===== src/rtl/seq_pkg.sv =====
// rtl/seq_pkg.sv - shared types and defaults for the serializer and sequence detector
package seq_pkg;

    typedef enum logic {
        IDLE  = 1'b0,
        SHIFT = 1'b1
    } state_t;

    localparam int   DEFAULT_DATA_W   = 8;
    localparam logic IDLE_BIT_DEFAULT = 1'b0;

endpackage


===== src/rtl/seq_shift_reg.sv =====
// rtl/seq_shift_reg.sv - loadable shift register presenting its current outgoing bit
module seq_shift_reg #(
    parameter int DATA_W    = 8,
    parameter bit MSB_FIRST = 1'b1
) (
    input  logic              clk,
    input  logic              reset,
    input  logic              load,
    input  logic [DATA_W-1:0] load_data,
    input  logic              shift,
    output logic              bit_out
);

    logic [DATA_W-1:0] data;

    // Load wins over shift so a fresh word starts from its first bit.
    always_ff @(posedge clk or negedge reset) begin
        if (!reset) begin
            data <= '0;
        end else if (load) begin
            data <= load_data;
        end else if (shift) begin
            if (MSB_FIRST)
                data <= {data[DATA_W-2:0], 1'b0};
            else
                data <= {1'b0, data[DATA_W-1:1]};
        end
    end

    assign bit_out = MSB_FIRST ? data[DATA_W-1] : data[0];

endmodule


===== src/rtl/seq_serializer.sv =====
// rtl/seq_serializer.sv - parallel-to-serial stage with one-word holding register
module seq_serializer
    import seq_pkg::*;
#(
    parameter int   DATA_W    = DEFAULT_DATA_W,
    parameter bit   MSB_FIRST = 1'b1,
    parameter logic IDLE_BIT  = IDLE_BIT_DEFAULT
) (
    input  logic              clk,
    input  logic              reset,
    input  logic [DATA_W-1:0] din,
    input  logic              din_valid,
    output logic              din_ready,
    input  logic              ser_en,
    output logic              out,
    output logic              out_valid,
    output logic              out_first,
    output logic              busy
);

    localparam int                CNT_W    = $clog2(DATA_W);
    localparam logic [CNT_W-1:0]  LAST_CNT = CNT_W'(DATA_W - 1);

    state_t            state;
    logic [CNT_W-1:0]  bit_cnt;
    logic [DATA_W-1:0] hold;
    logic              hold_full;

    logic              accept;
    logic              last_bit;
    logic              sr_load;
    logic              sr_shift;
    logic [DATA_W-1:0] sr_load_data;
    logic              cur_bit;

    assign din_ready = !hold_full;
    assign accept    = din_valid && din_ready;
    assign last_bit  = (state == SHIFT) && ser_en && (bit_cnt == LAST_CNT);

    // A held word always takes priority; din only loads directly when hold is empty.
    always_comb begin
        sr_load      = 1'b0;
        sr_load_data = din;
        sr_shift     = 1'b0;
        if (state == IDLE) begin
            sr_load = accept;
        end else if (last_bit) begin
            sr_load      = hold_full || accept;
            sr_load_data = hold_full ? hold : din;
        end else begin
            sr_shift = ser_en;
        end
    end

    seq_shift_reg #(
        .DATA_W    (DATA_W),
        .MSB_FIRST (MSB_FIRST)
    ) u_shift (
        .clk       (clk),
        .reset     (reset),
        .load      (sr_load),
        .load_data (sr_load_data),
        .shift     (sr_shift),
        .bit_out   (cur_bit)
    );

    always_ff @(posedge clk or negedge reset) begin
        if (!reset) begin
            state     <= IDLE;
            bit_cnt   <= '0;
            hold      <= '0;
            hold_full <= 1'b0;
        end else begin
            case (state)
                IDLE: begin
                    if (accept) begin
                        bit_cnt <= '0;
                        state   <= SHIFT;
                    end
                end
                SHIFT: begin
                    if (last_bit) begin
                        bit_cnt <= '0;
                        if (hold_full)
                            hold_full <= 1'b0;
                        else if (!accept)
                            state <= IDLE;
                    end else begin
                        if (ser_en)
                            bit_cnt <= bit_cnt + 1'b1;
                        if (accept) begin
                            hold      <= din;
                            hold_full <= 1'b1;
                        end
                    end
                end
                default: state <= IDLE;
            endcase
        end
    end

    assign out       = (state == SHIFT) ? cur_bit : IDLE_BIT;
    assign out_valid = (state == SHIFT);
    assign out_first = (state == SHIFT) && (bit_cnt == '0);
    assign busy      = (state == SHIFT) || hold_full;

endmodule


===== config.mk =====
export PLATFORM = sky130hd
export DESIGN_NAME = seq_serializer
export DESIGN_NICKNAME = d
export VERILOG_FILES = /design/src/rtl/seq_pkg.sv /design/src/rtl/seq_shift_reg.sv /design/src/rtl/seq_serializer.sv
export SDC_FILE = /design/constraint.sdc
export NUM_CORES = 1
export LEC_CHECK = 0
export ABC_CLOCK_PERIOD_IN_PS = 3100
export CORE_ASPECT_RATIO = 1.2
export CORE_MARGIN = 2
export CORE_UTILIZATION = 45
export CTS_BUF_LIST = sky130_fd_sc_hd__clkbuf_8
export DETAILED_ROUTE_END_ITERATION = 8
export PLACE_DENSITY_LB_ADDON = 0.2
export SYNTH_ARGS = -nofsm -noshare
export SYNTH_HDL_FRONTEND = slang
export SYNTH_SLANG_ARGS = --single-unit

===== constraint.sdc =====
create_clock -name clk -period 3.1 [get_ports clk]
set_clock_uncertainty 0.2 [all_clocks]
set_input_delay 0.31 -clock clk [delete_from_list [all_inputs] [get_ports clk]]
set_output_delay 0.31 -clock clk [all_outputs]
set_load 0.01 [all_outputs]

==> summary.txt, run 1 <==
Timing
  – Measured slew at the worst slew-check pin: 931 ps
  – Final min period: 2260 ps
  – Ratio of final minimum period to clock period: 73.1%
  – Setup violators final: 0
  – Hold Vio Cnt, Final: 0
  – Setup TNS: 0 ps
  – RSZ-0062 raised after global routing: false
  – Max-slew headroom: 37.7%
  – Fmax: 0.442 GHz
  – Max Slew Vio Count: 0

Global routing
  – Total GRT Usage: 17.9%
  – Total gr overflow: 0
  – Initial antenna violation count: 0
  – Largest net degree at the start of global routing: 22
  – Vias in the first global route: 887
  – First-pass GRT wire length: 4.02 mm

Synthesis
  – Synthesized flop and latch total: 21
  – Count of cell types in the netlist: 29
  – Synthesized Nets: 130
  – Seq/Total Area, Yosys: 45.1%
  – Post-Syn Area: 0.00116 mm²
  – Syn avg cell area: 10.1 µm²
  – Ys async rst share: 100%
  – Ys Warns: 0
  – Post-synthesis instance total: 115
  – Most used flip-flop cell after synthesis: dfrtp_1
  – EDFF count, synth: 0

Setup path
  – Worst-path maximum fanout: 11
  – R2r startpoint: bit_cnt[0]
  – R2r setup slk: 840 ps
  – Req. time, crit path: 3030 ps
  – Startpoint types: flip-flop
  – Worst r2r path cells: 6
  – FF-to-FF End: u_shift.data[0]
  – Crit end category: flip-flop
  – Worst setup startpoint: bit_cnt[0]
  – CP Class: reg2reg
  – Arrival @ worst endpoint: 2200 ps

Route
  – Routed length per instance: 13.9 µm
  – Routed Antenna Nets: 0
  – Drt first pass iters: 4
  – DR vias: 896
  – Drt drc: 0
  – Post-DR vias/cell: 5.53
  – Initial DRC count: 17
  – Final WL: 2.25 mm

Finish
  – NumNets Final: 145
  – Ratio of cells with drive above 1 in the final layout: 7.75%
  – Area Overhead vs Synth: 17.2%
  – Fillers: 236
  – Core Util, Final: 54.6%
  – N_diodes: 0

Power
  – Clock power share: 19.0%
  – P_leak: 0.642 nW
  – Internal: 0.608 mW
  – Sw Ratio: 34.7%
  – Net Switching: 0.323 mW
  – Peak VDD IR: 0.424 mV
  – PwrDens: 682 mW/mm²
  – Share of power burned in registers: 47.3%
  – Combinational power share: 33.7%
  – Design Power: 0.931 mW

Clocking
  – CTS max path bufs: 2
  – Post-CTS sizing: 0
  – Setup Buffers After CTS: 0
  – Worst-skew pair later-pin latency: 260 ps
  – Total CTS buffers: 3
  – Clock root buffer: clkbuf_8
  – Sink Count: 21
  – CTS tree: yes
  – Hold_buf cts: 0
  – Reg clk slew, reported paths: 70 ps
  – CTS H-tree depth: 1

Die
  – Chip Width: 50.4 µm
  – Die area: 0.00301 mm²
  – DIE HEIGHT: 59.7 µm
  – Num ports: 17
  – Row count: 20
  – Core area: 0.00250 mm²
  – Initial core utilization: 46.5%

Placement
  – Routability Congestion: 0.742
  – PortBufs: 16
  – DP Wirelength: 1.64 mm

Run status
  – Status: complete, no violations

Worst hold path
  – Endpoint, Worst Hold: u_shift.data[2]
  – Min-Delay Startpoint: u_shift.data[2]
  – Hold WC Path Type: reg2reg
  – Worst hold path depth: 1

Run
  – Max-Cap Viols: 0
-- layout by cell type (no fill, tap or decap), types with 2 or more instances in the layout --
cell             count
nand2_1             23
dfrtp_1             21
clkdlybuf4s50_1     16
mux2_1               9
and3_1               8
o2bb2ai_1            7
o21ai_1              7
inv_1                4
o21ai_0              3
nor2_1               3
a22o_1               3
ha_1                 3
clkbuf_8             3
nor2b_1              2
o22ai_1              2
nand3_2              2
mux2i_1              2
-- routing by layer --
metal	track usage, %	vias to the layer above	share of wire [%]
met1	22.6	434	47
met5	0	-	0
met3	3.00	6	2.8
met2	30.6	18	48
met4	6.95	0	2.0
li1	-	438	-
-- worst max-delay path by stage --
stage | end | slack [ps]
2_1_floorplan | hold[0] | 1130
4_1_cts | u_shift.data[0] | 840
6_report | u_shift.data[0] | 840
5_1_grt | u_shift.data[0] | 670
3_3_place_gp | u_shift.data[0] | 870
3_5_place_dp | u_shift.data[0] | 830
-- stage by stage --
stage,instances,hold WS [ps],cell area [µm²],setup WS [ps]
2_1_floorplan,115,-186,1160,1130
3_3_place_gp,158,273,1320,875
3_5_place_dp,158,276,1320,833
4_1_cts,162,294,1370,837
5_1_grt,162,305,1370,674
6_report,162,290,1370,835
-- cell type report --
cell class / count / area, µm² / share of cell area (%)
multi-input cells: 83 / 573 / 42.0
flip-flops and latches: 21 / 526 / 38.5
repair buffers: 16 / 160 / 11.7
clock buffers: 3 / 41.3 / 3.02
well taps: 33 / 41.3 / 3.02
inverters: 5 / 18.8 / 1.37
clock inverters: 1 / 5.00 / 0.367
-- state kept, by name, summed over array words and instances (netlist names) --
signal        flops
u_shift.data      8
hold_full         1
out_valid         1
hold              8
bit_cnt           3
-- worst max-delay path, cell delays in order, from the launching register on --
cell     delay, ps
dfrtp_1        420
ha_1           180
ha_1           430
and4_1         440
mux2_1         350
nand2_1         60
o21ai_1         50
-- kinds of logic after synthesis --
| group | count (synthesis) | synth area share (%) |
|---|---|---|
| mux | 11 | 10.4 |
| buf+inv | 11 | 5.69 |
| compound gates | 26 | 17.0 |
| fa+ha+maj | 3 | 3.22 |
| simple gates | 43 | 18.6 |
| flops | 21 | 45.1 |
-- cells in the mapped netlist (2+ instances only) --
cell        n  area (µm²)
nand2_1    23        86.3
dfrtp_1    21         526
mux2_1      9         101
and3_1      8        50.1
o21ai_1     7        35.0
o2bb2ai_1   7        61.3
inv_1       4        15.0
a22o_1      3        26.3
ha_1        3        37.5
nor2_1      3        11.3
o21ai_0     3        15.0
buf_2       2        10.0
buf_6       2        22.5
mux2i_1     2        20.0
nand3_2     2        20.0
nor2b_1     2        12.5
o22ai_1     2        12.5
-- power groups by stage --
stage	clock (mW)	sequential, mW	combinational (mW)
finish	0.177	0.440	0.314
global route	0.195	0.453	0.361
CTS	0.184	0.438	0.320
detailed placement	0	0.444	0.319
global placement	0	0.440	0.304
floorplan	0	0.413	0.242
No activity file was read; power rests on OpenSTA's default activity.
==> run 2: changes to the inputs <==
Settings changed: ABC_CLOCK_PERIOD_IN_PS 3100 to 2200.
Clock period 3.1 ns to 2.2 ns, I/O delays scaled along.
==> summary.txt, run 2 (synthesis results as in run 1) <==
Run status
  – Status: complete, no violations

Power
  – P_leak: 0.684 nW (+6.5%)
  – PwrDens: 918 mW/mm² (+35%)
  – Design Power: 1.32 mW (+42%)
  – Peak VDD IR: 0.586 mV (+38%)

Finish
  – Most common cell after layout, fill and taps aside: nand2_1
  – Area Overhead vs Synth: 23.6%
  – Commonest non-fill, non-tap cells in the layout: nand2_1, dfrtp_1, clkdlybuf4s50_1, mux2_1, and3_1
  – NumNets Final: 153 (+5.5%)
  – Ratio of cells with drive above 1 in the final layout: 13.9% (+6.1 points)
  – Largest regs: hold (8), u_shift.data (8), bit_cnt (3)
  – N_diodes: 0 (unchanged)

Die
  – Chip Width: 50.4 µm (unchanged)
  – Initial core utilization: 46.5% (unchanged)
  – Core area: 0.00250 mm² (unchanged)
  – Num ports: 17 (unchanged)
  – Row count: 20 (unchanged)
  – DIE HEIGHT: 59.7 µm (unchanged)
  – Die area: 0.00301 mm² (unchanged)

Clocking
  – Worst-skew pair later-pin latency: 250 ps (about the same)
  – Sink Count: 21 (unchanged)
  – CTS max path bufs: 2 (unchanged)
  – Reg clk slew, reported paths: 70 ps (about the same)
  – Total CTS buffers: 3 (unchanged)
  – CTS tree: yes
  – CTS H-tree depth: 1 (unchanged)
  – Clock root buffer: clkbuf_8

Global routing
  – First-pass GRT wire length: 4.39 mm (+9.3%)
  – Total GRT Usage: 19.4% (+1.5 points)
  – Initial antenna violation count: 0 (unchanged)
  – Vias in the first global route: 939 (+5.9%)
  – Total gr overflow: 0 (unchanged)
  – Largest net degree at the start of global routing: 22 (unchanged)

Timing
  – RSZ-0062 raised after global routing: false
  – Measured slew at the worst slew-check pin: 433 ps (-498 ps)
  – Fmax: 0.496 GHz (+12%)
  – Setup TNS: 0 ps (unchanged)
  – Ratio of final minimum period to clock period: 91.6% (+19 points)
  – Hold Vio Cnt, Final: 0 (unchanged)
  – Max Slew Vio Count: 0 (unchanged)
  – Max-slew headroom: 71.1% (+33 points)
  – Setup violators final: 0 (unchanged)
  – WHS: 113 ps (-176 ps)
  – Final min period: 2010 ps (-250 ps)

Setup path
  – Arrival @ worst endpoint: 1990 ps (-210 ps)
  – R2r setup slk: 190 ps (-650 ps)
  – Worst r2r path cells: 7 (+1)
  – FF-to-FF End: u_shift.data[2]
  – Slowest CP cell: dfrtp_1
  – Startpoint types: flip-flop
  – R2r startpoint: bit_cnt[0]
  – Worst-path maximum fanout: 8 (-3)
  – CP cell instances: ha_1, ha_2, and4_1, buf_4, nand2_1, and3_1, o2bb2ai_1
  – Req. time, crit path: 2180 ps (-850 ps)
  – CP max stage delay: 400 ps (-40 ps)
  – Crit end category: flip-flop
  – CP Class: reg2reg

Route
  – Drt drc: 0 (unchanged)
  – Final WL: 2.44 mm (+8.6%)
  – Post-DR vias/cell: 5.54 (about the same)
  – Drt first pass iters: 4 (unchanged)
  – Routed Antenna Nets: 0 (unchanged)
  – Routed length per instance: 14.4 µm (+3.5%)
  – DR vias: 941 (+5.0%)
  – Initial DRC count: 24 (+7)

Placement
  – PortBufs: 16 (unchanged)
  – Routability Congestion: 0.840 (+13%)
  – DP Wirelength: 1.79 mm (+8.8%)

Worst hold path
  – Hold WC Path Type: in2async

Run
  – Max-Cap Viols: 0 (unchanged)
==> run 2: changes by cell type in the layout (fill, tap and decap cells not counted) <==
cell,delta
inv_1,+1
dfrtp_2,+1
clkinv_2,-1
buf_12,+1
buf_4,+7
dfrtp_1,-1
ha_2,+1
ha_1,-1
==> run 2: worst max path at each step <==
stage                     from  slack (ps)         endpoint
CTS                 bit_cnt[0]         100  u_shift.data[6]
finish              bit_cnt[0]         190  u_shift.data[2]
detailed placement  bit_cnt[0]         120  u_shift.data[6]
global placement    bit_cnt[0]         190  u_shift.data[2]
global route        bit_cnt[0]          90  u_shift.data[3]
floorplan           bit_cnt[0]         230          hold[0]
==> run 2: stage by stage <==
step	utilization, %	instances	worst slack (ps)	cell area, µm²
finish	57.6	170	185	1440
CTS	56.8	168	100	1420
detailed placement	55.0	164	119	1380
floorplan	-	115	234	1160
global route	57.6	170	85.7	1440
global placement	55.0	164	187	1380
==> run 2: layer usage <==
metal  up-vias  global-route usage (%)  share of wire (%)
met5         -                       0                  0
met4         0                    7.72                2.0
li1        453                       -                  -
met3         6                    3.50                2.6
met1       463                    22.9                 43
met2        19                    35.0                 52
==> run 2: layout make-up <==
type	count	area, µm²
well taps	33	41.3
multi-input cells	83	576
inverters	5	18.8
fillers	226	1060
clock buffers	3	41.3
flip-flops and latches	21	527
clock inverters	1	3.75
repair buffers	24	233
==> run 2: what timing repair did <==
action                                  in CTS  in global routing
endpoints found under the setup margin       0                  8
hold buffers                                 0                  0
gates resized for setup                      0                  2
buffers inserted                             0                  2
==> run 2: power breakdown <==
part | internal [mW] | total, mW | switching [mW] | leakage, nW
combinational | 0.242 | 0.463 | 0.221 | 0.381
sequential | 0.507 | 0.619 | 0.112 | 0.276
clock | 0.124 | 0.240 | 0.117 | 0.0269
==> run 2: worst max-delay path, delay by kind of cell (launching register included) <==
family                     cells  cell delay (ps)
DFF                            1              400
AOI/OAI and AO/OA              1              140
and+or+nand+nor                3              580
buffers and inverters          1              180
adders and majority gates      2              440
==> variant 1 (config.mk and constraints of run 2) <==
`MSB_FIRST` is set to 1'b1 in 2 places; all go to 1'b0.
--- a/src/rtl/seq_shift_reg.sv
+++ b/src/rtl/seq_shift_reg.sv
@@ -1,7 +1,7 @@
 // rtl/seq_shift_reg.sv - loadable shift register presenting its current outgoing bit
 module seq_shift_reg #(
     parameter int DATA_W    = 8,
-    parameter bit MSB_FIRST = 1'b1
+    parameter bit MSB_FIRST = 1'b0
 ) (
     input  logic              clk,
     input  logic              reset,
--- a/src/rtl/seq_serializer.sv
+++ b/src/rtl/seq_serializer.sv
@@ -3,7 +3,7 @@
     import seq_pkg::*;
 #(
     parameter int   DATA_W    = DEFAULT_DATA_W,
-    parameter bit   MSB_FIRST = 1'b1,
+    parameter bit   MSB_FIRST = 1'b0,
     parameter logic IDLE_BIT  = IDLE_BIT_DEFAULT
 ) (
     input  logic              clk,
Function: changed (Yosys sat finds a counterexample within 4 cycles, from zero or initial values and one cycle with reset low).
==> variant 1 against run 2 <==
- cell area is 1.8% lower
- largest cell class unchanged
- routed wire length down 4.8%
- global-route usage shrank 2.1 points
- via count down 3.6%
- total power shrank 2.3%
- count of clock-buffer cells in the layout did not move
- utilization fell by 1.1 points
- area after synthesis grew 0.32%
- sequential power fell by 4.7%
- sequential cell count unchanged
- worst setup slack worse by 66 ps
- cell count stayed put
- non-clock buffer count is 4 lower
==> variant 1: results (changes against run 2) <==
* Post-Synthesis Net Count at 135 (+3.8%)
* Maximum buffer depth of the clock tree at 2 (unchanged)
* Cell variety after synth at 27 (-6.9%)
* Share of the synthesized area in the top cell type at 45.0% (-0.14 points)
* 1st-iter DRT viols at 15 (-38%)
* Int Pwr at 846 µW (-3.2%)
* Vias in the first global route at 878 (-6.5%)
* Nets at 153 (unchanged)
* Most area-consuming cells after synthesis: dfrtp_1, nand2_1, mux2_1, o31ai_2, and3_1
* WP data arrival at 2040 ps (+50 ps)
* Via density at 5.34 (-3.6%)
* Post-synthesis mux area share at 8.67% (-1.7 points)
* Reg2Reg Capture Point: u_shift.data[0]$_DFFE_PN0P_
* Gr usage total at 17.3% (-2.1 points)
* Main flop type after synthesis: dfrtp_1
* Crit Path Max Fanout at 9 (+1)
* Place WS at 49.3 ps (-69.5 ps)
* Clk Latency, worst-skew pair at 250 ps (about the same)
* Commonest cells in the synthesized netlist: nand2_1, dfrtp_1, and3_1, nor2_1, mux2_1
* Diodes inserted at 0 (unchanged)
* Status: finished, final reports clean
* Compound-Gate Fraction of Synth Area at 15.2% (-1.8 points)
* EDFF count, synth at 0 (unchanged)
* Worst hold path type: primary input to asynchronous set/reset pin
* Layout cells sized above 1 at 15.3% (+1.5 points)
* First-pass GRT wire length at 3.87 mm (-12%)
* Hold_ws at 101 ps (-12.1 ps)
* Final wirelength at 2.32 mm (-4.8%)
* Post-synth ARST share at 100% (unchanged)
* Reg2reg path depth at 6 (-1)
* DP Wirelength at 1.69 mm (-5.2%)
* Worst VDD drop at 0.000551 V (-5.9%)
* Relative slew slack at 68.1% (-3.1 points)
* R2R setup slack at 120 ps (-70 ps)
* Sequential fraction of the synthesis area at 45.0% (-0.14 points)
* Synth Area in Adders at 3.21% (-0.010 points)
* GP Congestion at 0.804 (-4.3%)
* Leak pwr at 0.687 nW (+0.46%)
-- variant 1: cell types whose count changed in the layout (fill, tap and decap cells not counted), moves of 3 or more --
cell       delta
buf_4         -3
nand2_1       +7
nor2_1        +6
o21ai_1       -6
o2bb2ai_1     -7
o31ai_2       +6
-- variant 1: layout make-up --
type / instances / area [µm²]
clock inverters: 1 / 3.75
multi-input cells: 88 / 596
repair buffers: 20 / 190
well taps: 33 / 41.3
fillers: 225 / 1090
clock buffers: 3 / 41.3
flip-flops and latches: 21 / 527
inverters: 4 / 15.0
-- variant 1: layer usage --
metal / vias up / part of all wire [%] / routed length [µm] / track usage (%)
met5: - / 0 / 0 / 0
met4: 0 / 1.5 / 36 / 6.95
met3: 6 / 3.1 / 72 / 3.25
met2: 17 / 51 / 1180 / 29.3
met1: 436 / 45 / 1040 / 21.7
li1: 448 / - / - / -
-- variant 1: cell families (layout without fill, tap and decap cells) --
family,count (synthesis),after routing
muxes,9,9
adders and majority gates,3,3
and+or+nand+nor,57,57
AOI/OAI and AO/OA,19,19
buffers and inverters,11,28
DFF,21,21
-- variant 1: stage by stage --
step,cell area [µm²],cells
finish,1410,170
CTS,1400,170
floorplan,1170,120
global placement,1350,166
detailed placement,1350,166
global route,1410,170
-- variant 1: power by group through the flow --
stage | clock network, mW | logic [mW] | registers [mW]
2_1_floorplan | 0 | 0.345 | 0.558
3_3_place_gp | 0 | 0.434 | 0.586
3_5_place_dp | 0 | 0.453 | 0.594
4_1_cts | 0.255 | 0.455 | 0.585
5_1_grt | 0.273 | 0.514 | 0.608
6_report | 0.244 | 0.458 | 0.590
-- variant 1: worst max-delay path, stage by stage, from the launching register on --
cell and delay [ps]:
dfrtp_1 390, ha_1 170, ha_1 330, and4_2 400, nand2_1 70, and3_1 190
o31ai_2 220
-- variant 1: how the worst max path moves through the flow --
stage                                       from                           to  slack (ps)  cells after the start
after floorplan           bit_cnt[0]$_DFFE_PN0P_          hold[0]$_DFFE_PN0P_         270                      7
after global placement    bit_cnt[0]$_DFFE_PN0P_          hold[7]$_DFFE_PN0P_          80                      5
after detailed placement  bit_cnt[0]$_DFFE_PN0P_          hold[5]$_DFFE_PN0P_          50                      5
after CTS                 bit_cnt[0]$_DFFE_PN0P_  u_shift.data[0]$_DFFE_PN0P_          30                      6
after global routing      bit_cnt[0]$_DFFE_PN0P_  u_shift.data[0]$_DFFE_PN0P_          20                      6
final                     bit_cnt[0]$_DFFE_PN0P_  u_shift.data[0]$_DFFE_PN0P_         120                      6
==> variant 2 (config.mk and constraints of run 2) <==
Without the edit above. Make the reset (`reset`) synchronous in 2 clocked blocks.
--- a/src/rtl/seq_shift_reg.sv
+++ b/src/rtl/seq_shift_reg.sv
@@ -14,7 +14,7 @@
     logic [DATA_W-1:0] data;
 
     // Load wins over shift so a fresh word starts from its first bit.
-    always_ff @(posedge clk or negedge reset) begin
+    always_ff @(posedge clk) begin
         if (!reset) begin
             data <= '0;
         end else if (load) begin
--- a/src/rtl/seq_serializer.sv
+++ b/src/rtl/seq_serializer.sv
@@ -64,7 +64,7 @@
         .bit_out   (cur_bit)
     );
 
-    always_ff @(posedge clk or negedge reset) begin
+    always_ff @(posedge clk) begin
         if (!reset) begin
             state     <= IDLE;
             bit_cnt   <= '0;
Formal check against the unedited RTL: differs if reset is asserted again (counterexample within 4 cycles, from zero or initial values and one cycle with reset low); with reset held inactive, the same outputs for 10 cycles.
==> variant 2 against run 2 <==
- cell area decreased by 1.1%
- utilization decreased by 1.2 points
- cell count decreased by 0.59%
- routed wire length decreased by 5.4%
- worst setup slack got worse by 66 ps
- area after synthesis increased by 3.2%
- critical path depth unchanged
- sequential cell count unchanged
- critical path type unchanged
- critical endpoint is now u_shift.data[4]$_SDFFE_PN0P_
Power is not compared: it rests on default switching activity, and its combinational part moved more than twofold at a synthesized area within 25%.
==> variant 2: results (changes against run 2) <==
* Gr usage total at 16.7% (-2.7 points)
* Sequential fraction of the synthesis area at 35.0% (-10 points)
* Mean Syn Cell Area at 10.2 µm² (+0.60%)
* Max incr delay on CP at 480 ps (+80 ps)
* Post-synth ARST share at 0% (-100 points)
* Compound-Gate Fraction of Synth Area at 14.9% (-2.1 points)
* Largest net degree at the start of global routing at 23 (+4.5%)
* Commonest cells in the synthesized netlist: dfxtp_1, mux2i_1, nand2_1, nor2b_1, nand3_1
* Placed Cells at 165 (+0.61%)
* Vias in the first global route at 905 (-3.6%)
* Routed vias at 922 (-2.0%)
* XOR/XNOR share of the synthesized area at 0% (unchanged)
* Cell variety after synth at 31 (+6.9%)
* Most area-consuming cells after synthesis: dfxtp_1, mux2i_1, o311ai_2, nor2b_1, nand2_1
* Layout cells sized above 1 at 18.4% (+4.5 points)
* 1st-iter DRT viols at 14 (-42%)
* R2R setup slack at 120 ps (-70 ps)
* Main combinational cell family by area after synthesis: simple AND/OR/NAND/NOR gates
* WP data arrival at 2020 ps (+30 ps)
* Worst hold path type: register to register
* First-pass GRT wire length at 3.90 mm (-11%)
* DP Wirelength at 1.68 mm (-5.8%)
* Diodes inserted at 0 (unchanged)
* Slew @ Worst Pin at 556 ps (+123 ps)
* Synth Area in Adders at 3.12% (-0.10 points)
* Post-Synthesis Net Count at 133 (+2.3%)
* Final wirelength at 2.31 mm (-5.4%)
* Routed wire per std cell at 13.7 µm (-4.9%)
* GP Congestion at 0.715 (-15%)
* Status: finished, final reports clean
* Post-synthesis mux area share at 14.7% (+4.3 points)
* Nets at 152 (-0.65%)
* Crit Path Max Fanout at 22 (+14)
* CP max stage cell: or3b_2
* Cts bufs inserted at 3 (unchanged)
==> variant 2: cell count changes after synthesis, sizes merged, moves of 7 or more <==
| cell | delta |
|---|---|
| o311ai | +7 |
| nor2b | +9 |
| mux2 | -7 |
| nand2 | -9 |
| o2bb2ai | -7 |
| dfxtp | +21 |
| o21ai | -9 |
| mux2i | +13 |
| dfrtp | -21 |
| and3 | -8 |
| or3 | +7 |
==> variant 2: cell type report <==
class	instances	area (µm²)
Multi-Input combinational cell	87	694
Sequential cell	21	420
Fill cell	233	1100
Inverter	3	11.3
Tap cell	33	41.3
Clock buffer	3	41.3
Clock inverter	1	5.00
Timing Repair Buffer	21	210
==> variant 2: cells by family after synthesis <==
logic type,after synthesis
AO/OA/AOI/OAI,15
adder cells (fa/ha/maj),3
AND/OR/NAND/NOR,52
multiplexers,17
flip-flops,21
buffers and inverters,10
==> variant 2: through the flow <==
stage | instance area (µm²) | hold slack [ps] | setup WS [ps]
after floorplan | 1200 | 186 | 303
after global placement | 1380 | 278 | 134
after detailed placement | 1380 | 297 | 80.2
after CTS | 1420 | 308 | 105
after global routing | 1420 | 338 | 0.436
final | 1420 | 299 | 120
==> variant 2: worst register-to-register path, stage by stage, from the launching register on <==
cell,delay (ps)
dfxtp_1,370
ha_1,170
ha_1,230
or3b_2,480
o21ai_2,100
buf_12,180
or3_1,140
o311ai_2,90
==> variant 2: final timing paths <==
path | start | end | cells after the start
setup reg to reg | bit_cnt[0]$_SDFFE_PN0P_ | u_shift.data[4]$_SDFFE_PN0P_ | 7
setup / recovery | bit_cnt[0]$_SDFFE_PN0P_ | u_shift.data[4]$_SDFFE_PN0P_ | 7
hold reg to reg | bit_cnt[2]$_SDFFE_PN0P_ | bit_cnt[2]$_SDFFE_PN0P_ | 2
hold / removal | bit_cnt[2]$_SDFFE_PN0P_ | bit_cnt[2]$_SDFFE_PN0P_ | 2
==> variant 2: power by group through the flow <==
stage | Clock [mW] | Sequential (mW) | Combinational [mW]
2_1_floorplan | 0 | 0.421 | 0.112
6_report | 0.255 | 0.419 | 0.159
3_3_place_gp | 0 | 0.426 | 0.155
3_5_place_dp | 0 | 0.428 | 0.160
5_1_grt | 0.277 | 0.422 | 0.174
4_1_cts | 0.262 | 0.419 | 0.161
==> variant 2: routing by layer <==
layer	up-vias	GRT usage (%)	share of wire, %
met5	-	0	0
met4	0	9.65	1.7
met3	4	2.46	2.6
met2	11	31.0	52
met1	449	18.1	43
li1	458	-	-
